--- src/rtl/pwm_measure_unit.sv ---
// pwm_measure_unit: measures the high-time of an asynchronous PWM input in
// units of CLK_DIV clock cycles and holds the most recent completed pulse
// width on `distance`. An optional idle timeout clears the result when no
// pulse has completed for TIMEOUT_CYCLES cycles.
module pwm_measure_unit #(
  parameter int CLK_DIV        = 1,
  parameter int TIMEOUT_CYCLES = 0
) (
  input  logic        clk,
  input  logic        reset,
  input  logic        pwm_in,
  output logic [15:0] distance
);

  localparam int DW = (CLK_DIV > 1) ? $clog2(CLK_DIV) : 1;

  // Measurement synchronizer (cleared by reset) and edge history.
  logic s1, s2, s3;
  // Free-running copy of the input, not cleared by reset, so we can tell
  // whether the pin was already high while reset was asserted.
  logic q1, q2;
  logic ign;

  logic          rise, fall, accept;
  logic          armed;
  logic [DW-1:0] div_cnt;
  logic [15:0]   cnt;
  logic          timeout_fire;

  // Two-flop synchronizer plus a history flop for edge detection.
  always_ff @(posedge clk) begin
    if (reset) begin
      s1 <= 1'b0;
      s2 <= 1'b0;
      s3 <= 1'b0;
    end else begin
      s1 <= pwm_in;
      s2 <= s1;
      s3 <= s2;
    end
  end

  // Unreset synchronizer used only to qualify the first rise after reset.
  always_ff @(posedge clk) begin
    q1 <= pwm_in;
    q2 <= q1;
  end

  assign rise   = s2 & ~s3;
  assign fall   = ~s2 & s3;
  assign accept = fall & armed;

  // A pulse that was high during reset looks like a fresh rise once the
  // cleared synchronizer catches up; ignore it until the pin is seen low.
  always_ff @(posedge clk) begin
    if (reset)    ign <= q2;
    else if (!q2) ign <= 1'b0;
  end

  // Only a rise we actually saw arms the next fall for reporting.
  always_ff @(posedge clk) begin
    if (reset)              armed <= 1'b0;
    else if (fall)          armed <= 1'b0;
    else if (rise && !ign)  armed <= 1'b1;
  end

  // Prescaled high-time counter; cleared whenever the synced input is low,
  // saturating at 0xFFFF for very long pulses.
  always_ff @(posedge clk) begin
    if (reset || !s2) begin
      div_cnt <= '0;
      cnt     <= '0;
    end else if (div_cnt == DW'(CLK_DIV - 1)) begin
      div_cnt <= '0;
      if (cnt != 16'hFFFF) cnt <= cnt + 16'd1;
    end else begin
      div_cnt <= div_cnt + DW'(1);
    end
  end

  generate
    if (TIMEOUT_CYCLES > 0) begin : g_timeout
      localparam int IW = $clog2(TIMEOUT_CYCLES + 1);
      logic [IW-1:0] idle;

      // Cycles since the last accepted fall; parks at TIMEOUT_CYCLES.
      always_ff @(posedge clk) begin
        if (reset)                             idle <= '0;
        else if (accept)                       idle <= '0;
        else if (idle != IW'(TIMEOUT_CYCLES))  idle <= idle + IW'(1);
      end

      // Fires on the single edge at which the idle count reaches the limit.
      assign timeout_fire = (idle == IW'(TIMEOUT_CYCLES - 1));
    end else begin : g_no_timeout
      assign timeout_fire = 1'b0;
    end
  endgenerate

  // Result register: a completed pulse takes priority over the timeout.
  always_ff @(posedge clk) begin
    if (reset)             distance <= 16'h0000;
    else if (accept)       distance <= cnt;
    else if (timeout_fire) distance <= 16'h0000;
  end

endmodule

--- config.mk ---
export PLATFORM = sky130hd
export DESIGN_NAME = pwm_measure_unit
export DESIGN_NICKNAME = d
export VERILOG_FILES = /design/src/rtl/pwm_measure_unit.sv
export SDC_FILE = /design/constraint.sdc
export NUM_CORES = 1
export LEC_CHECK = 0
export CORE_MARGIN = 2
export CORE_UTILIZATION = 35
export CTS_BUF_LIST = sky130_fd_sc_hd__clkbuf_4 sky130_fd_sc_hd__clkbuf_8 sky130_fd_sc_hd__clkbuf_16
export CTS_CLUSTER_SIZE = 40
export DETAILED_ROUTE_END_ITERATION = 10
export PLACE_DENSITY = 0.65
export SYNTH_ARGS = -nofsm -noshare
export SYNTH_HDL_FRONTEND = slang
export SYNTH_SLANG_ARGS = --single-unit
export TNS_END_PERCENT = 5
--- constraint.sdc ---
create_clock -name clk -period 1.72 [get_ports clk]
set_input_delay 0.344 -clock clk [delete_from_list [all_inputs] [get_ports clk]]
set_output_delay 0.344 -clock clk [all_outputs]
set_load 0.05 [all_outputs]
Yosys cells after proc, flatten, opt, wreduce, memory -nomap -nowiden

Index checks and enable logic that the tools add are counted.

Register bits: 40
Bits of input ports: 3
Output and inout bits: 16

$add $sub $neg: 2
Equal/unequal tests: 2
Muxes and demuxes: 2
Bitwise gates (word level): 6
Reduce and logical (&&, ||, !) cells: 7

Operator list:

| operator              | number |
|---|---|
| $add 16x1->16 const B | 1 |
| $ne 16x16->1 const B  | 1 |
| $reduce_or 2->1       | 2 |
| $and 1x1->1           | 3 |
| $not 1->1             | 3 |
| $logic_not 1->1       | 2 |
| $mux 1                | 2 |
| $ne 2x2->1 const B    | 1 |
| $reduce_and 2->1      | 1 |
| $add 1x1->1 const B   | 1 |
| $logic_and 1x1->1     | 1 |
| $logic_or 1x1->1      | 1 |

Logic depth before layout (Yosys ltp)

Depth after elaboration: 3
Depth in mapped cells: 6
Depth with buffers taken out: 5

Worst setup path before layout

Ideal clock, no wire load.

Kind: register to register
Start: register cnt[6]
End: register cnt[13]
Setup time: 131 ps
Data arrival time: 1436 ps
Data required time: 1589 ps
Slack: 153 ps
Cell stages (with the launch flop): 5
Period minus slack after synthesis: 1567 ps
Cell sequence: dfxtp_1 nand4_4 or4b_4 o311ai_1 o41ai_1

Cells in the longest elaborated chain, start to end: 2
Elaborated cells on any way between the ends: 3
Those cells by class: add/sub: 1; eq/ne: 1; reduce/logical: 1

Ends and longest elaborated chain:

| element                                                               | line | source |
|---|---|---|
| start: declaration                                                    | 27   | `logic [15:0] cnt;` |
| start signal: assignment                                              | 75   | `if (cnt != 16'hFFFF) cnt <= cnt + 16'd1;` |
| parallel branches: the longest is 2 deep, another holds $add 16x1->16 | n/a  |  |

Parallel ways; which one is timed is not known.
A chain may end at the register's enable or synchronous reset.

Final worst setup path

Start: register cnt[13]
End: register cnt[8]

Cells in the longest elaborated chain, start to end: 2

Ends and longest elaborated chain:

| element                           | line |
|---|---|
| $ne 16x16->1                      | 75 |
| $reduce_and 2->1 (no source line) | n/a |

No other way between the ends.

==> results.json <==
{
  "cp_data_arrival_time_ps": 1830,
  "end_kind": "flip-flop",
  "final.period_utilization_pct": 94.9,
  "status": "complete, no violations",
  "async_reset_ff_share_pct": 0,
  "cts.sinks": 40,
  "synth_edf_count": 1,
  "worst_slack_ps": 87.9,
  "ant_nets": 0,
  "drtIter0Drc": 63,
  "grt_pass1_vias": 1272,
  "via_per_inst": 5.11,
  "rsz0062_at_grt": "no",
  "grt_use_total_pct": 13.9,
  "cts_root_buf": "clkbuf_8",
  "min_path_type": "reg -> reg",
  "synth_area_leaders": "dfxtp_1 (49%), nand2_1 (8.7%), a21oi_1 (6.6%)",
  "nets": 213,
  "syn_inst": 177,
  "area_growth_pct": 25.5,
  "crit-reg2reg-capture": "cnt[8]$_SDFFE_PP0P_",
  "max_freq_ghz": 0.613,
  "fp.dieH_um": 71.7,
  "rr_worst_depth": 5,
  "syn_nets": 181,
  "top_regs": "cnt: 16 flops, distance: 16 flops",
  "wl_per_cell_um": 12.5,
  "rrSetupSlack_ps": 90,
  "die_w_um": 71.7,
  "dr.pass1.iters": 4,
  "fillers": 438,
  "grt_overflow": 0,
  "setup_tns_ps": 0,
  "cts_hold_buf": 0,
  "yosysTopAreaCell": "dfxtp_1",
  "share_seq_of_total_power_pct": 51.9,
  "synth.avg_cell_area_um2": 9.06,
  "core_um2": 4380,
  "required_ps": 1910,
  "worstSetupEndpoint": "cnt[8]$_SDFFE_PP0P_",
  "drc": 0,
  "io_pins": 19,
  "setup_violations": 0,
  "die-area_um2": 5140,
  "crit_type": "reg -> reg",
  "startpoint": "cnt[13]$_SDFFE_PP0P_",
  "ir_worst_vdd_mv": 0.309,
  "crit_path_max_fanout": 7,
  "drv_cap": 0,
  "leakage_uw": 0.000750,
  "r2r_start": "cnt[13]$_SDFFE_PP0P_",
  "num_rows": 24,
  "initial_core_util_pct": 36.6,
  "synth_cell_types": 39,
  "gp_congestion": 0.874,
  "hold_violations": 0,
  "intPower_uw": 1460,
  "startpoint_type": "flip-flop",
  "clockBufferDepth": 2,
  "period_minus_slack_ps": 1630,
  "dp_hpwl_um": 2360,
  "num_vias": 1338,
  "io_buffers": 18,
  "ys_seq_area_share_pct": 50.5,
  "drive_gt1_share_pct": 20.5,
  "slew_viol_final": 0,
  "ys_ff_latch": 40,
  "grt_pass1_wl_um": 5710,
  "ys_dominant_reg_cell": "dfxtp_1",
  "cts_max_level": 2,
  "antenna_cells": 0,
  "skew_ps": 5.40,
  "p_sw_uw": 355,
  "cts_inserted_buffers": 5,
  "drt_wl_total_um": 3280,
  "synth_most_common_cell": "dfxtp_1",
  "grt_start_max_net_pins": 22,
  "cts_tree": "done",
  "p_clk_share_pct": 46.4,
  "clkTransAtPathRegs_ps": 80,
  "p_comb_share_pct": 1.6,
  "p_per_area_nw_per_um2": 904,
  "synth_top_area_share_pct": 48.7,
  "insertion_delay_ps": 300,
  "antenna_found_initial": 0,
  "dp_worst_setup_slack_ps": 105,
  "synth_common_cells": "dfxtp_1 (39), nand2_1 (37), a21oi_1 (21), nor2_1 (9), clkbuf_1 (6)",
  "swShare_pct": 19.5,
  "yosys_warnings": 0,
  "syn_area_um2": 1600
}
## per-stage QoR
stage	std cells	instance area [um2]	hold slack, ps	util (%)	power, uW
after floorplan	177	1600	310	-	984
after global placement	253	1880	314	42.8	996
after detailed placement	253	1880	327	42.8	997
after CTS	261	2000	345	45.7	1830
after global routing	262	2010	344	45.9	1880
final	262	2010	339	45.9	1820
## cell type report
type / instances / area (um2) / area share, %
clock buffers: 7 / 96.3 / 4.79
clock inverters: 1 / 30.0 / 1.49
inverters: 6 / 22.5 / 1.12
multi-input cells: 125 / 749 / 37.2
flip-flops and latches: 40 / 812 / 40.3
well taps: 52 / 65.1 / 3.23
repair buffers: 31 / 238 / 11.8
## power groups by stage
stage | registers (uW) | clock network [uW] | logic [uW]
after floorplan | 965 | 0 | 18.9
after global placement | 966 | 0 | 29.8
final | 945 | 845 | 30.0
after CTS | 945 | 855 | 30.1
after detailed placement | 967 | 0 | 30.0
after global routing | 946 | 897 | 33.5
## cell usage in the layout (no fill, tap or decap), types with 2 or more instances in the layout
master / netlist / final
nand2b_1: 4 / 4
nor2_1: 9 / 9
or3_1: 2 / 2
a21oi_1: 21 / 21
o31ai_1: 2 / 2
nand4_4: 2 / 2
or4_1: 2 / 2
o211ai_1: 2 / 2
clkdlybuf4s50_1: 0 / 2
nand2_1: 37 / 37
buf_4: 0 / 29
and2_1: 3 / 3
nand3_1: 4 / 4
xnor2_1: 2 / 2
clkbuf_8: 0 / 7
nand4_1: 2 / 2
dfxtp_1: 39 / 38
o311ai_1: 5 / 5
inv_1: 5 / 5
o21ai_0: 4 / 4
o41ai_1: 4 / 4
nor2b_1: 2 / 2
## cells by family (layout without fill, tap and decap cells)
group | count (synthesis) | in the layout | synth area share [%]
other cells | 1 | 1 | 0.234
xor+xnor | 3 | 3 | 1.64
simple gates | 77 | 77 | 26.8
buf+inv | 12 | 45 | 2.81
flops | 40 | 40 | 50.5
compound gates | 43 | 43 | 17.2
fa+ha+maj | 1 | 1 | 0.780
## layer usage
layer | track usage, % | share of wire (%)
met5 | 0 | 0
met2 | 21.3 | 45
met3 | 4.22 | 4.2
met4 | 5.87 | 1.6
met1 | 18.3 | 49
## worst min path at each step
stage / end / startpoint / slack, ps / cells past startpoint
global route: q2$_DFF_P_ / q1$_DFF_P_ / 340 / 0
floorplan: q2$_DFF_P_ / q1$_DFF_P_ / 310 / 0
detailed placement: q2$_DFF_P_ / q1$_DFF_P_ / 330 / 0
finish: q2$_DFF_P_ / q1$_DFF_P_ / 340 / 0
global placement: q2$_DFF_P_ / q1$_DFF_P_ / 310 / 0
CTS: q2$_DFF_P_ / q1$_DFF_P_ / 350 / 0
## what timing repair did
action,CTS,global route
buffers inserted,0,1
setup endpoints to repair,0,2
resized for setup,0,2
## worst max-delay path, stage by stage (launching register included)
cell and delay (ps):
dfxtp_1 430, nand4_1 340, o211ai_1 430, buf_4 180, xnor2_1 100, nor2_1 50
Note: power is estimated with default switching activity, not from simulation.
